**config.mk**
```make
export PLATFORM = sky130hd
export DESIGN_NAME = inst_stream_decoder
export DESIGN_NICKNAME = d
export VERILOG_FILES = /design/src/rtl/inst_stream_decoder_pkg.sv /design/src/rtl/inst_char_fifo.sv /design/src/rtl/inst_stream_decoder.sv
export SDC_FILE = /design/constraint.sdc
export NUM_CORES = 1
export LEC_CHECK = 0
export CAP_MARGIN = 20
export CORE_MARGIN = 1.5
export CORE_UTILIZATION = 35
export DETAILED_ROUTE_END_ITERATION = 16
export PLACE_DENSITY_LB_ADDON = 0.05
export SYNTH_ARGS = -nofsm -noshare
export SYNTH_HDL_FRONTEND = slang
export SYNTH_SLANG_ARGS = --single-unit
```
**constraint.sdc**
```tcl
create_clock -name sec_clock -period 6.2 [get_ports sec_clock]
set_clock_uncertainty 0.05 [all_clocks]
set_input_delay 1.24 -clock sec_clock [delete_from_list [all_inputs] [get_ports sec_clock]]
set_output_delay 1.24 -clock sec_clock [all_outputs]
set_load 0.02 [all_outputs]
```
**src/rtl/inst_stream_decoder_pkg.sv**
```systemverilog
// Shared constants for the instruction-stream decoder: character codes, ASCII
// offsets and FSM state encoding.
package inst_stream_decoder_pkg;

  localparam logic [4:0] CODE_SPACE = 5'd0;
  localparam logic [4:0] CODE_A     = 5'd1;
  localparam logic [4:0] CODE_MAX   = 5'd26;

  localparam logic [7:0] ASCII_SPACE       = 8'h20;
  localparam logic [7:0] ASCII_LETTER_BASE = 8'h40;

  typedef enum logic [1:0] {
    StIdle,
    StWord,
    StGap,
    StDone
  } state_e;

  function automatic logic code_is_letter(input logic [4:0] code);
    return (code >= CODE_A) && (code <= CODE_MAX);
  endfunction

endpackage

```
**src/rtl/inst_char_fifo.sv**
```systemverilog
// First-word-fall-through character FIFO, DEPTH x 8, with count-based full/empty
// and a sticky overflow flag for dropped pushes.
module inst_char_fifo #(
  parameter int unsigned DEPTH = 16
) (
  input  logic       sec_clock,
  input  logic       rst,
  input  logic       push_i,
  input  logic       pop_i,
  input  logic [7:0] wdata_i,
  output logic [7:0] rdata_o,
  output logic       valid_o,
  output logic       overflow_o
);

  localparam int unsigned AW = $clog2(DEPTH);
  localparam int unsigned CW = AW + 1;
  localparam logic [AW:0] FullCnt = CW'(DEPTH);

  logic [7:0]    mem_q [DEPTH];
  logic [AW-1:0] wr_ptr_q, wr_ptr_d;
  logic [AW-1:0] rd_ptr_q, rd_ptr_d;
  logic [AW:0]   count_q, count_d;
  logic          overflow_q, overflow_d;
  logic          do_push, do_pop;

  always_comb begin
    do_pop     = pop_i && (count_q != '0);
    // A pop in the same cycle frees the slot, so a full FIFO still accepts.
    do_push    = push_i && ((count_q != FullCnt) || do_pop);
    wr_ptr_d   = do_push ? wr_ptr_q + AW'(1) : wr_ptr_q;
    rd_ptr_d   = do_pop ? rd_ptr_q + AW'(1) : rd_ptr_q;
    count_d    = count_q + CW'(do_push) - CW'(do_pop);
    overflow_d = overflow_q | (push_i & ~do_push);
  end

  always_ff @(posedge sec_clock) begin
    if (rst) begin
      wr_ptr_q   <= '0;
      rd_ptr_q   <= '0;
      count_q    <= '0;
      overflow_q <= 1'b0;
    end else begin
      wr_ptr_q   <= wr_ptr_d;
      rd_ptr_q   <= rd_ptr_d;
      count_q    <= count_d;
      overflow_q <= overflow_d;
    end
  end

  always_ff @(posedge sec_clock) begin
    if (do_push) begin
      mem_q[wr_ptr_q] <= wdata_i;
    end
  end

  assign rdata_o    = mem_q[rd_ptr_q];
  assign valid_o    = (count_q != '0);
  assign overflow_o = overflow_q;

endmodule

```
**src/rtl/inst_stream_decoder.sv**
```systemverilog
// Decodes a scrolling 8-character window into a character FIFO, counting words
// per message. Define INST_STREAM_DECODER_ASCII_EN to emit ASCII instead of raw codes.
module inst_stream_decoder
  import inst_stream_decoder_pkg::*;
#(
  parameter int unsigned DEPTH = 16
) (
  input  logic        sec_clock,
  input  logic        rst,
  input  logic [39:0] instruction,
  input  logic        rd_en,
  output logic [7:0]  char_data,
  output logic        char_valid,
  output logic [3:0]  word_count,
  output logic        msg_done,
  output logic        sync_err,
  output logic        overflow
);

  logic [39:0] prev_q, prev_d;
  state_e      state_q, state_d;
  logic [3:0]  word_count_q, word_count_d;
  logic        sync_err_q, sync_err_d;
  logic [4:0]  new_code;
  logic        is_hold, is_shift, is_letter, is_space;
  logic        shift_letter, shift_space, resync;
  logic        push;
  logic [7:0]  push_data;

  always_comb begin
    prev_d       = instruction;
    new_code     = instruction[4:0];
    is_hold      = (instruction == prev_q);
    is_shift     = (instruction[39:5] == prev_q[34:0]);
    is_letter    = code_is_letter(new_code);
    is_space     = (new_code == CODE_SPACE);
    shift_letter = !is_hold && is_shift && is_letter;
    shift_space  = !is_hold && is_shift && is_space;
    // Invalid codes on a shift fall through to resync as well.
    resync       = !is_hold && !shift_letter && !shift_space;

    state_d      = state_q;
    word_count_d = word_count_q;
    sync_err_d   = 1'b0;
    push         = 1'b0;

    unique case (state_q)
      StIdle: begin
        if (shift_letter) begin
          state_d      = StWord;
          word_count_d = 4'd1;
          push         = 1'b1;
        end
      end
      StWord: begin
        if (shift_letter) begin
          push = 1'b1;
        end else if (shift_space) begin
          state_d = StGap;
          push    = 1'b1;
        end else if (is_hold) begin
          state_d = StDone;
        end
      end
      StGap: begin
        if (shift_letter) begin
          state_d      = StWord;
          word_count_d = (word_count_q != 4'd15) ? word_count_q + 4'd1 : word_count_q;
          push         = 1'b1;
        end else if (is_hold) begin
          state_d = StDone;
        end
      end
      StDone: state_d = StIdle;
      default: state_d = StIdle;
    endcase

    // The DONE cycle ignores its input event entirely, including a resync.
    if (resync && (state_q != StDone)) begin
      sync_err_d   = 1'b1;
      state_d      = StIdle;
      word_count_d = word_count_q;
      push         = 1'b0;
    end
  end

`ifdef INST_STREAM_DECODER_ASCII_EN
  always_comb begin
    push_data = is_space ? ASCII_SPACE : ASCII_LETTER_BASE + {3'b000, new_code};
  end
`else
  always_comb begin
    push_data = {3'b000, new_code};
  end
`endif

  always_ff @(posedge sec_clock) begin
    if (rst) begin
      prev_q       <= '0;
      state_q      <= StIdle;
      word_count_q <= '0;
      sync_err_q   <= 1'b0;
    end else begin
      prev_q       <= prev_d;
      state_q      <= state_d;
      word_count_q <= word_count_d;
      sync_err_q   <= sync_err_d;
    end
  end

  inst_char_fifo #(
    .DEPTH(DEPTH)
  ) u_fifo (
    .sec_clock  (sec_clock),
    .rst        (rst),
    .push_i     (push),
    .pop_i      (rd_en),
    .wdata_i    (push_data),
    .rdata_o    (char_data),
    .valid_o    (char_valid),
    .overflow_o (overflow)
  );

  assign word_count = word_count_q;
  assign msg_done   = (state_q == StDone);
  assign sync_err   = sync_err_q;

endmodule

```
# Yosys cells after proc, flatten, opt, wreduce, memory -nomap -nowiden
# Memory sizes are Yosys's and may differ from the RTL's. A register that Yosys moved wholly into a read port is not among the register bits.
# Index checks and enable logic that the tools add are counted.
# word_totals
inputBits,43
elab_cells,73
mem_bits_rw,80
memories,1
ff_bits,61
out_inout_bits,16
# classes
n_addsub,5
reduce_logical,21
mux,20
bitwise_logic,4
order_cmp,2
eq_ne,12
# memory_table
name,words,width,rd,rd_ports_with_merged_regs,write_ports,line_no,source
u_fifo.mem_q,16,5,1,1,1,inst_char_fifo.sv:20,logic [7:0] mem_q [DEPTH];
# ops
operator,n
== test 40 bit,1
== test 35 bit,1
2-to-1 mux 4 bit,5
"adder 4 x 1 -> 4 bit, second input constant",3
2-to-1 mux 2 bit,5
"inequality test 2 bit, second input constant",5
logical AND 1 bit,9
one-hot mux 2 bit (4 select lines),1
one-hot mux 4 bit (2 select lines),1
2-to-1 mux 1 bit,7
adder 5 x 1 -> 5 bit,1
">= comparator 5 x 1 -> 1 bit, second input constant",1
"<= comparator 5 bit, second input constant",1
logical NOT 5 bit,1
"inequality test 5 bit, second input constant",1
AND reduction 5 bit,1
nonzero test 5 bit,1
subtractor 5 x 1 -> 5 bit,1
"== test 2 bit, second input constant",2
"inequality test 4 bit, second input constant",1
OR reduction 2 bit,2
logical NOT 1 bit,3
"== test 2 x 1 -> 1 bit, second input constant",1
logical NOT 2 bit,1
other kinds (7),8

# Depth between registers and ports, before layout
# Gate-level depths: netlist of run 1.
# depth
ltp_word,13
ltp_mapped,15
mapped_depth_nobuf,14

# Modules after synthesis
# Synthesis of run 1 repeated with hierarchy kept, for this count alone.
# unflattened
cells_unflattened,557
area_unflattened_um2,8249.2
# by_module_without_submodules
mod,area_per_inst_um2,cells_per_inst,n_inst,seq_area_each_um2
inst_char_fifo,5858.1,308,1,4204.0
inst_stream_decoder,2391.0,249,1,940.9

# Worst setup path before layout of run 1
# OpenSTA, ideal clock, no wires.
# synth_path
kind,input-to-reg
start,input port instruction[8]
end,register u_fifo.count_q[4]
n_path_buf,2
t_arrival_ns,3.588
setup_ns,0.071
path_stages,15
required_time_ns,6.079
slack_ns,2.491
cell_sequence,xnor2_1 > nand4_1 > nor4_1 > nand4_1 > and3_1 > buf_6 > buf_8 > ha_1 > inv_1 > fa_1 > inv_1 > a21oi_1 > nor2_1 > or3_1 > a21oi_1
# synth_via
elab_chain_len,12
elab_cells_between_ends,19
cone_classes,add/sub (2); eq/ne (2); mux (5); reduce/logical (10)
# synth_lines
item,line_no,source
"start, declared",inst_stream_decoder.sv:10,"input logic [39:0] instruction,"
branches (longest 8 deep; another with == test 40 bit),-,
2-to-1 mux 1 bit *,inst_stream_decoder.sv:79,if (resync && (state_q != StDone)) begin
logical AND 1 bit *,inst_char_fifo.sv:30,do_push = push_i && ((count_q != FullCnt) || do_pop);
via u_fifo.do_push,inst_char_fifo.sv:25,"logic do_push, do_pop;"
adder 5 x 1 -> 5 bit *,inst_char_fifo.sv:33,count_d = count_q + CW'(do_push) - CW'(do_pop);
subtractor 5 x 1 -> 5 bit *,inst_char_fifo.sv:33,
"end signal, assigned",inst_char_fifo.sv:46,count_q <= count_d;
"end, declared",inst_char_fifo.sv:23,"logic [AW:0] count_q, count_d;"
# Mark *: on every way through the listed nets, which the timed path passes.
# A chain may end at the register's enable or synchronous reset.

# Final worst setup path of run 1
# layout_path
start,input port instruction[0]
end,register u_fifo.count_q[4]
# layout_via
elab_chain_len,12
elab_cells_between_ends,22
cone_classes,add/sub (2); order compare (2); eq/ne (1); mux (5); reduce/logical (12)
# layout_lines
item,line_no
branches (longest 8 deep; another with == test 40 bit),-
2-to-1 mux 1 bit *,inst_stream_decoder.sv:79
logical AND 1 bit *,inst_char_fifo.sv:30
adder 5 x 1 -> 5 bit *,inst_char_fifo.sv:33
subtractor 5 x 1 -> 5 bit *,inst_char_fifo.sv:33
# Every way passes the cells marked *.

==> reports/results.ini, run 1 <==
[outcome]
status=finished clean

[floorplanning]
dieArea_mm2=0.0193
start_util_pct=35.8
row_count=49
die_w_um=139
die_height_um=139
ios=59
coreArea_mm2=0.0180

[finish]
area_growth_pct=20.5
utilization_pct=43.2
finalNonFillerCells=785
antenna_cells=0
drive_gt1_share_pct=14.0
final_nets=599

[clock_network]
postCtsSetupBuffers=0
clk_latency_ns=0.43
clk_pin_slew_ns=0.06
cts_tree=built
htreeDepth=4
hold_buffers=0
cts_sinks=145
cts_root_buf=clkbuf_16
tritoncts.num_buffers=17
cts_buffer_depth=2
cts_resized=0

[synth]
async_reset_ff_share_pct=0
yosys_warnings=0
syn_inst=480
synth_area_leaders=edfxtp_1, dfxtp_1, mux4_2, xor2_1, xnor2_1
syn_area_per_cell_um2=13.5
ys_seq_elements=145
synth_top_area_share_pct=37.2
synth-edff-count=80
synth-main-ff-cell=edfxtp_1
ys_types=49
synth_area_mm2=0.00646
synth_top_cell_by_area=edfxtp_1
ys_seq_area_share_pct=57.3

[global_route]
grt_max_degree=64
overflow=0
grt_usage_pct=16.7
grt_pass1_wl_um=23800
grt_pass1_vias=4085
antenna_found_initial=0

[sta]
relSlewSlack_pct=25.7
finalHoldViolations=0
drv_slew=0
whs_ns=0.452
finalSetupViolations=0
period_share_pct=73.7
setup_tns_ns=0
fmax_ghz=0.219
grt_setup_unrepaired=no
finalCriticalPeriod_ns=4.57
max_slew.worst_pin.slew_ns=1.11

[min_path]
worstHoldPathType=flip-flop to flip-flop
min_from=u_fifo.overflow_o$_SDFF_PP0_

[power_and_ir_drop]
power_density_mw_per_mm2=326
p_sw_share_pct=27.1
finalPower_mw=2.54
intPower_mw=1.85
power.leakage_nw=2.74
p_clk_share_pct=36.7
seq_power_share_pct=44.8
power.share.combinational_pct=18.5
ir_drop_uv=194
power.switching_mw=0.688

[place]
dp_cells=753
hpwl_um=10900
place_congestion=0.826
portBuffers=55

[route]
ant_nets=0
drtIter0Drc=119
drcViolationCount=0
num_vias=3906
vias_per_cell=4.98
wire_per_inst_um=19.4
drt_wl_total_um=15200
drtPass1Iterations=4

[critical_path]
arrival_ns=4.87
cp-startpoint=instruction[0]
path_cells=clkdlybuf4s50_1 > buf_4 > xnor2_1 > nand4_1 > nor4_1 > nand4_1 > and3_1 > ha_1 > inv_1 > fa_1 > inv_1 > a21oi_1 > nor2_1 > or3_1 > a21oi_1
end_kind=flip-flop
start_kind=primary input
crit_required_ns=6.50
r2r_start=prev_q[30]$_SDFF_PP0_
slowest_stage=nor4_1
critical-path-top-delay-family=simple AND/OR/NAND/NOR gates
critical_path_class=primary input to flip-flop
cp_num_buf_inv=4
path_max_fanout=20
max_stage_delay_ns=0.57

[job]
drv_cap=0

==> cell families (layout without fill, tap and decap cells) <==
family	after synthesis	after routing	synth area share [%]
flops	145	145	57.3
simple gates	154	154	14.8
compound gates	25	25	2.58
mux	27	27	9.05
xor+xnor	82	82	11.1
buf+inv	33	107	2.44
other cells	1	3	0.0581
fa+ha+maj	13	13	2.63
==> Yosys cell counts (2+ instances only) <==
master / n
a21o_1: 2
a21oi_1: 6
a31oi_1: 2
and2_1: 3
and3_1: 15
and3_2: 7
and4_1: 2
buf_2: 3
buf_4: 3
clkbuf_1: 10
dfxtp_1: 65
edfxtp_1: 80
ha_1: 12
inv_1: 14
mux4_2: 25
nand2_1: 5
nand2b_1: 2
nand3_1: 3
nand4_1: 16
nor2_1: 23
nor2b_1: 44
nor3_1: 6
nor4_1: 16
nor4_2: 4
o21ai_0: 5
o311ai_0: 3
o41ai_1: 2
xnor2_1: 34
xor2_1: 48
==> sequential cells by signal, indices dropped and copies added, names as in the netlist, named ones only <==
signal and count:
u_fifo.overflow_o 1, state_q 2, u_fifo.count_q 5, u_fifo.wr_ptr_q 4, word_count 4, u_fifo.rd_ptr_q 4, u_fifo.mem_q 80, sync_err 1
prev_q 40
==> metal layers <==
| metal | wire length [um] | part of all wire [%] | vias up | GRT usage, % |
|---|---|---|---|---|
| met2 | 7480 | 49 | 73 | 27.4 |
| met1 | 7010 | 46 | 1934 | 21.3 |
| li1 | - | - | 1882 | - |
| met5 | 0 | 0 | - | 0 |
| met4 | 258 | 1.7 | 0 | 5.98 |
| met3 | 452 | 3.0 | 17 | 4.32 |
==> layout make-up <==
| class | count | area, um2 |
|---|---|---|
| clock buffers | 20 | 457 |
| inverters | 14 | 52.6 |
| repair buffers | 61 | 591 |
| multi-input cells | 304 | 2610 |
| clock inverters | 12 | 83.8 |
| flip-flops and latches | 145 | 3700 |
| fillers | 1682 | 10200 |
| well taps | 229 | 287 |
==> layout by cell type, fill, tap and decap left out, drive strengths merged, types with 5 or more instances in the layout <==
master          n
buf             7
edfxtp         80
and3           22
xor2           48
nand4          17
clkinv          7
dfxtp          65
mux4           25
a21oi           6
nand2           5
clkdlybuf4s50  54
nor2b          44
ha             12
xnor2          34
nor2           23
inv            16
clkbuf         20
nor3            6
nor4           20
o21ai           5
==> tightest hold or removal path, stage by stage (launching register included) <==
cell     delay [ns]
dfxtp_1        0.34
a31oi_1        0.05
nor2_1         0.08
==> power by group through the flow <==
stage          registers (mW)  clock network [mW]  logic, mW
4_1_cts                  1.14               0.958      0.478
6_report                 1.14               0.931      0.470
5_1_grt                  1.15               0.999      0.519
2_1_floorplan            1.10                   0      0.371
3_5_place_dp             1.16                   0      0.477
3_3_place_gp             1.16                   0      0.473
==> through the flow <==
stage / setup WS (ns) / cell area [um2]
after detailed placement: 1.17 / 7240
after global routing: 1.30 / 7780
after global placement: 1.29 / 7240
final: 1.63 / 7780
after floorplan: 2.49 / 6470
after CTS: 1.58 / 7780
==> path summary, 6_finish.rpt <==
kind / end / slack, ns / cells after the start
setup / recovery: u_fifo.count_q[4]$_SDFF_PP0_ / 1.63 / 15
hold / removal: u_fifo.overflow_o$_SDFF_PP0_ / 0.45 / 2
setup reg to reg: u_fifo.count_q[4]$_SDFF_PP0_ / 2.66 / 13
hold reg to reg: u_fifo.overflow_o$_SDFF_PP0_ / 0.45 / 2
(Power assumes the default switching activity.)
==> run 2: changes to the inputs <==
Clock period 6.2 ns to 3.9 ns, I/O delays scaled along.
==> reports/results.ini, run 2 (synthesized netlist as in run 1, its figures left out) <==
[route]
num_vias=3980  ; +1.9%
ant_nets=0  ; unchanged
drtPass1Iterations=4  ; unchanged
vias_per_cell=5.00  ; +0.49%
drcViolationCount=0  ; unchanged
wire_per_inst_um=18.7  ; -3.6%
drtIter0Drc=229  ; +92%
drt_wl_total_um=14900  ; -2.2%

[clock_network]
cts_buffer_depth=2  ; unchanged
clk_pin_slew_ns=0.06  ; about the same
cts_root_buf=clkbuf_16
cts_resized=0  ; unchanged
cts_sinks=145  ; unchanged
htreeDepth=4  ; unchanged
clk_latency_ns=0.42  ; about the same
cts_tree=built
tritoncts.num_buffers=17  ; unchanged
postCtsSetupBuffers=0  ; unchanged
hold_buffers=0  ; unchanged

[floorplanning]
ios=59  ; unchanged
die_height_um=139  ; unchanged
dieArea_mm2=0.0193  ; unchanged
coreArea_mm2=0.0180  ; unchanged
start_util_pct=35.8  ; unchanged
die_w_um=139  ; unchanged
row_count=49  ; unchanged

[critical_path]
arrival_ns=2.76  ; -2.11 ns
r2r_start=prev_q[28]$_SDFF_PP0_
endpoint=char_data[3]
path_max_fanout=20  ; unchanged
crit_required_ns=3.07  ; -3.43 ns
critical_path_class=flip-flop to output pin
start_kind=flip-flop
path_cells=buf_4 > mux4_2 > mux4_2 > clkdlybuf4s50_1
r2r-end=u_fifo.count_q[4]$_SDFF_PP0_
r2r_slack_ns=0.91  ; -1.75 ns
end_kind=output pin
slowest_stage=mux4_2
r2r_cells=14  ; +1
max_stage_delay_ns=0.61  ; +0.04 ns
cp_common_cell=mux4_2

[global_route]
overflow=0  ; unchanged
grt_pass1_wl_um=23700  ; -0.52%
grt_pass1_vias=4147  ; +1.5%
grt_usage_pct=16.4  ; -0.29 points
antenna_found_initial=0  ; unchanged
grt_max_degree=41  ; -36%

[place]
place_congestion=0.824  ; -0.29%
hpwl_um=11000  ; +0.38%
dp_cells=764  ; +1.5%
portBuffers=55  ; unchanged

[finish]
final_nets=610  ; +1.8%
final_common_cell=edfxtp_1
utilization_pct=44.1  ; +0.89 points
regMostFlops=u_fifo.mem_q
drive_gt1_share_pct=15.9  ; +1.8 points
largest_reg_flops=80  ; unchanged
most-common-layout-cells=edfxtp_1, dfxtp_1, clkdlybuf4s50_1
finalNonFillerCells=796  ; +1.4%
area_growth_pct=22.9
reg_top3=u_fifo.mem_q x80, prev_q x40, u_fifo.count_q x5
antenna_cells=0  ; unchanged

[sta]
grt_setup_unrepaired=no
fmax_ghz=0.278
drv_slew=0  ; unchanged
period_share_pct=92.1
finalHoldViolations=0  ; unchanged
finalSetupViolations=0  ; unchanged
finalCriticalPeriod_ns=3.59
whs_ns=0.452  ; -0.000483 ns

[power_and_ir_drop]
power.leakage_nw=2.83  ; +3.4%
ir_drop_uv=304  ; +56%
power_density_mw_per_mm2=537  ; +65%

[min_path]
worstHoldPathType=flip-flop to flip-flop

[job]
drv_cap=0  ; unchanged

[outcome]
status=finished clean

==> run 2: worst min-delay path by stage <==
| stage | from | to | slack, ns | cells past startpoint |
|---|---|---|---|---|
| 2_1_floorplan | u_fifo.rd_ptr_q[3]$_SDFFE_PP0P_ | flip-flop | 0.43 | 2 |
| 3_3_place_gp | u_fifo.rd_ptr_q[3]$_SDFFE_PP0P_ | flip-flop | 0.46 | 2 |
| 3_5_place_dp | u_fifo.overflow_o$_SDFF_PP0_ | u_fifo.overflow_o$_SDFF_PP0_ | 0.46 | 2 |
| 4_1_cts | u_fifo.overflow_o$_SDFF_PP0_ | u_fifo.overflow_o$_SDFF_PP0_ | 0.48 | 2 |
| 5_1_grt | word_count[0]$_SDFFE_PP0P_ | word_count[3]$_SDFFE_PP0P_ | 0.52 | 2 |
| 6_report | u_fifo.overflow_o$_SDFF_PP0_ | u_fifo.overflow_o$_SDFF_PP0_ | 0.45 | 2 |
==> run 2: layout make-up <==
| cell class | count | area (um2) |
|---|---|---|
| Clock buffer | 17 | 425 |
| Clock inverter | 15 | 181 |
| Fill cell | 1698 | 10100 |
| Inverter | 14 | 52.6 |
| Multi-Input combinational cell | 304 | 2610 |
| Sequential cell | 145 | 3700 |
| Tap cell | 229 | 287 |
| Timing Repair Buffer | 72 | 686 |
==> run 2: per-layer routing <==
layer / share of wire (%) / track usage, % / vias up
met4: 1.6 / 6.47 / 0
met5: 0 / 0 / -
met1: 47 / 21.9 / 1983
li1: - / - / 1906
met3: 3.2 / 3.04 / 18
met2: 49 / 26.5 / 73
==> run 2: where the power goes <==
group          internal [mW]  switching [mW]
logic                  0.441           0.423
registers               1.67          0.0484
clock network           1.01           0.665
==> run 2: critical path, delay by kind of cell (launching register included) <==
kind | cells | cell delay, ns
flops | 1 | 0.31
buf+inv | 2 | 0.92
mux | 2 | 1.10
==> run 2: per-stage QoR <==
stage          setup TNS [ns]  power [mW]  area [um2]  setup WS [ns]
5_1_grt                     0        4.46        7940          0.113
3_5_place_dp          -0.0201        2.64        7330        -0.0201
2_1_floorplan               0        2.34        6470          0.651
6_report                    0        4.26        7940          0.309
4_1_cts                     0        4.32        7940          0.242
3_3_place_gp         -0.00283        2.63        7330       -0.00283
==> run 3: changes to the inputs <==
Settings changed: CORE_MARGIN 1.5 to 2.
==> reports/results.ini, run 3 (synthesized netlist as in run 1, its figures left out) <==
[floorplanning]
coreArea_mm2=0.0180  ; unchanged
die_w_um=140  ; +0.72%
die_height_um=140  ; +0.72%
ios=59  ; unchanged
dieArea_mm2=0.0196  ; +1.4%
row_count=49  ; unchanged
start_util_pct=35.8  ; unchanged

[power_and_ir_drop]
power_density_mw_per_mm2=541  ; +0.78%
ir_drop_uv=311  ; +2.5%
power.leakage_nw=2.85  ; +0.66%

[job]
drv_cap=0  ; unchanged

[global_route]
grt_max_degree=31  ; -24%
antenna_found_initial=0  ; unchanged
grt_pass1_wl_um=23300  ; -1.7%
overflow=0  ; unchanged
grt_pass1_vias=4073  ; -1.8%
grt_usage_pct=16.0  ; -0.40 points

[finish]
final_nets=613  ; +0.49%
area_growth_pct=23.3
fillerInstances=1682  ; -0.94%
reg_top3=u_fifo.mem_q x80, prev_q x40, u_fifo.count_q x5
register_area_mm2=0.00370  ; unchanged
most-common-layout-cells=edfxtp_1, dfxtp_1, clkdlybuf4s50_1
multi_input_area_mm2=0.00261  ; unchanged
antenna_cells=0  ; unchanged
finalNonFillerCells=799  ; +0.38%
regMostFlops=u_fifo.mem_q
largest_reg_flops=80  ; unchanged
final_common_cell=edfxtp_1
drive_gt1_share_pct=16.5  ; +0.62 points

[clock_network]
tritoncts.num_buffers=17  ; unchanged
clk_latency_ns=0.43  ; about the same
htreeDepth=4  ; unchanged
cts_resized=0  ; unchanged
postCtsSetupBuffers=0  ; unchanged
cts_tree=built
clk_pin_slew_ns=0.06  ; about the same
hold_buffers=0  ; unchanged
cts_buffer_depth=2  ; unchanged
cts_sinks=145  ; unchanged
cts_root_buf=clkbuf_16

[sta]
grt_setup_unrepaired=no
finalCriticalPeriod_ns=3.59  ; -0.00609 ns
period_share_pct=91.9  ; -0.16 points
finalSetupViolations=0  ; unchanged
fmax_ghz=0.279  ; +0.17%
finalHoldViolations=0  ; unchanged
drv_slew=0  ; unchanged
whs_ns=0.472  ; +0.0203 ns

[place]
portBuffers=55  ; unchanged
hpwl_um=11000  ; +0.22%
place_congestion=0.799  ; -3.0%
dp_cells=767  ; +0.39%

[critical_path]
path_max_fanout=20  ; unchanged
crit_required_ns=3.07  ; about the same
end_kind=output pin
critical_path_class=flip-flop to output pin
arrival_ns=2.76  ; about the same
start_kind=flip-flop

[route]
vias_per_cell=4.86  ; -2.8%
drt_wl_total_um=14700  ; -1.2%
wire_per_inst_um=18.4  ; -1.6%
ant_nets=0  ; unchanged
drtIter0Drc=208  ; -9.2%
drcViolationCount=0  ; unchanged
num_vias=3884  ; -2.4%
drtPass1Iterations=4  ; unchanged

[min_path]
worstHoldPathType=flip-flop to flip-flop

[outcome]
status=finished clean

[run 3: power by group]
part           switching [mW]  leakage (nW)  total [mW]  internal (mW)
Clock                   0.695         0.297        1.72           1.03
Combinational           0.424          1.30       0.864          0.440
Sequential             0.0493          1.26        1.72           1.67
Total                    1.17          2.85        4.31           3.14
[run 3: worst paths after layout]
path                                              startpoint                      endpoint  slack (ns)  cells past startpoint
worst min-delay path            u_fifo.overflow_o$_SDFF_PP0_  u_fifo.overflow_o$_SDFF_PP0_        0.47                      2
worst min register to register  u_fifo.overflow_o$_SDFF_PP0_  u_fifo.overflow_o$_SDFF_PP0_        0.47                      2
worst max-delay path                               flip-flop                  char_data[0]        0.31                      4
worst max register to register         prev_q[28]$_SDFF_PP0_  u_fifo.count_q[4]$_SDFF_PP0_        0.97                     14
[run 3: per-stage QoR]
step	instance area [um2]	util, %	total power, mW	setup slack, ns	TNS, ns
final	7970	44.2	4.31	0.315	0
after global routing	7970	44.2	4.52	0.125	0
after CTS	7970	44.2	4.37	0.251	0
after detailed placement	7340	40.7	2.64	-0.0142	-0.0142
after global placement	7340	40.7	2.63	-0.0112	-0.0112
after floorplan	6470	-	2.34	0.651	0
[run 3: layout make-up]
class	count	share of cell area (%)
clock inverters	15	2.47
flip-flops and latches	145	46.5
clock buffers	17	5.34
inverters	14	0.660
repair buffers	75	8.73
well taps	229	3.60
multi-input cells	304	32.7
[run 3: critical path, cell delays in order, from the launching register on]
cell and delay, ns:
dfxtp_1 0.30, buf_4 0.37, mux4_2 0.61, mux4_2 0.48, clkdlybuf4s50_1 0.55
[run 3: per-layer routing]
metal  global-route usage, %  wire, um  vias up
li1                        -         -     1912
met1                    21.5      7000     1901
met2                    25.9      7190       58
met3                    3.17       309       13
met4                    5.53       182        0
met5                       0         0        -
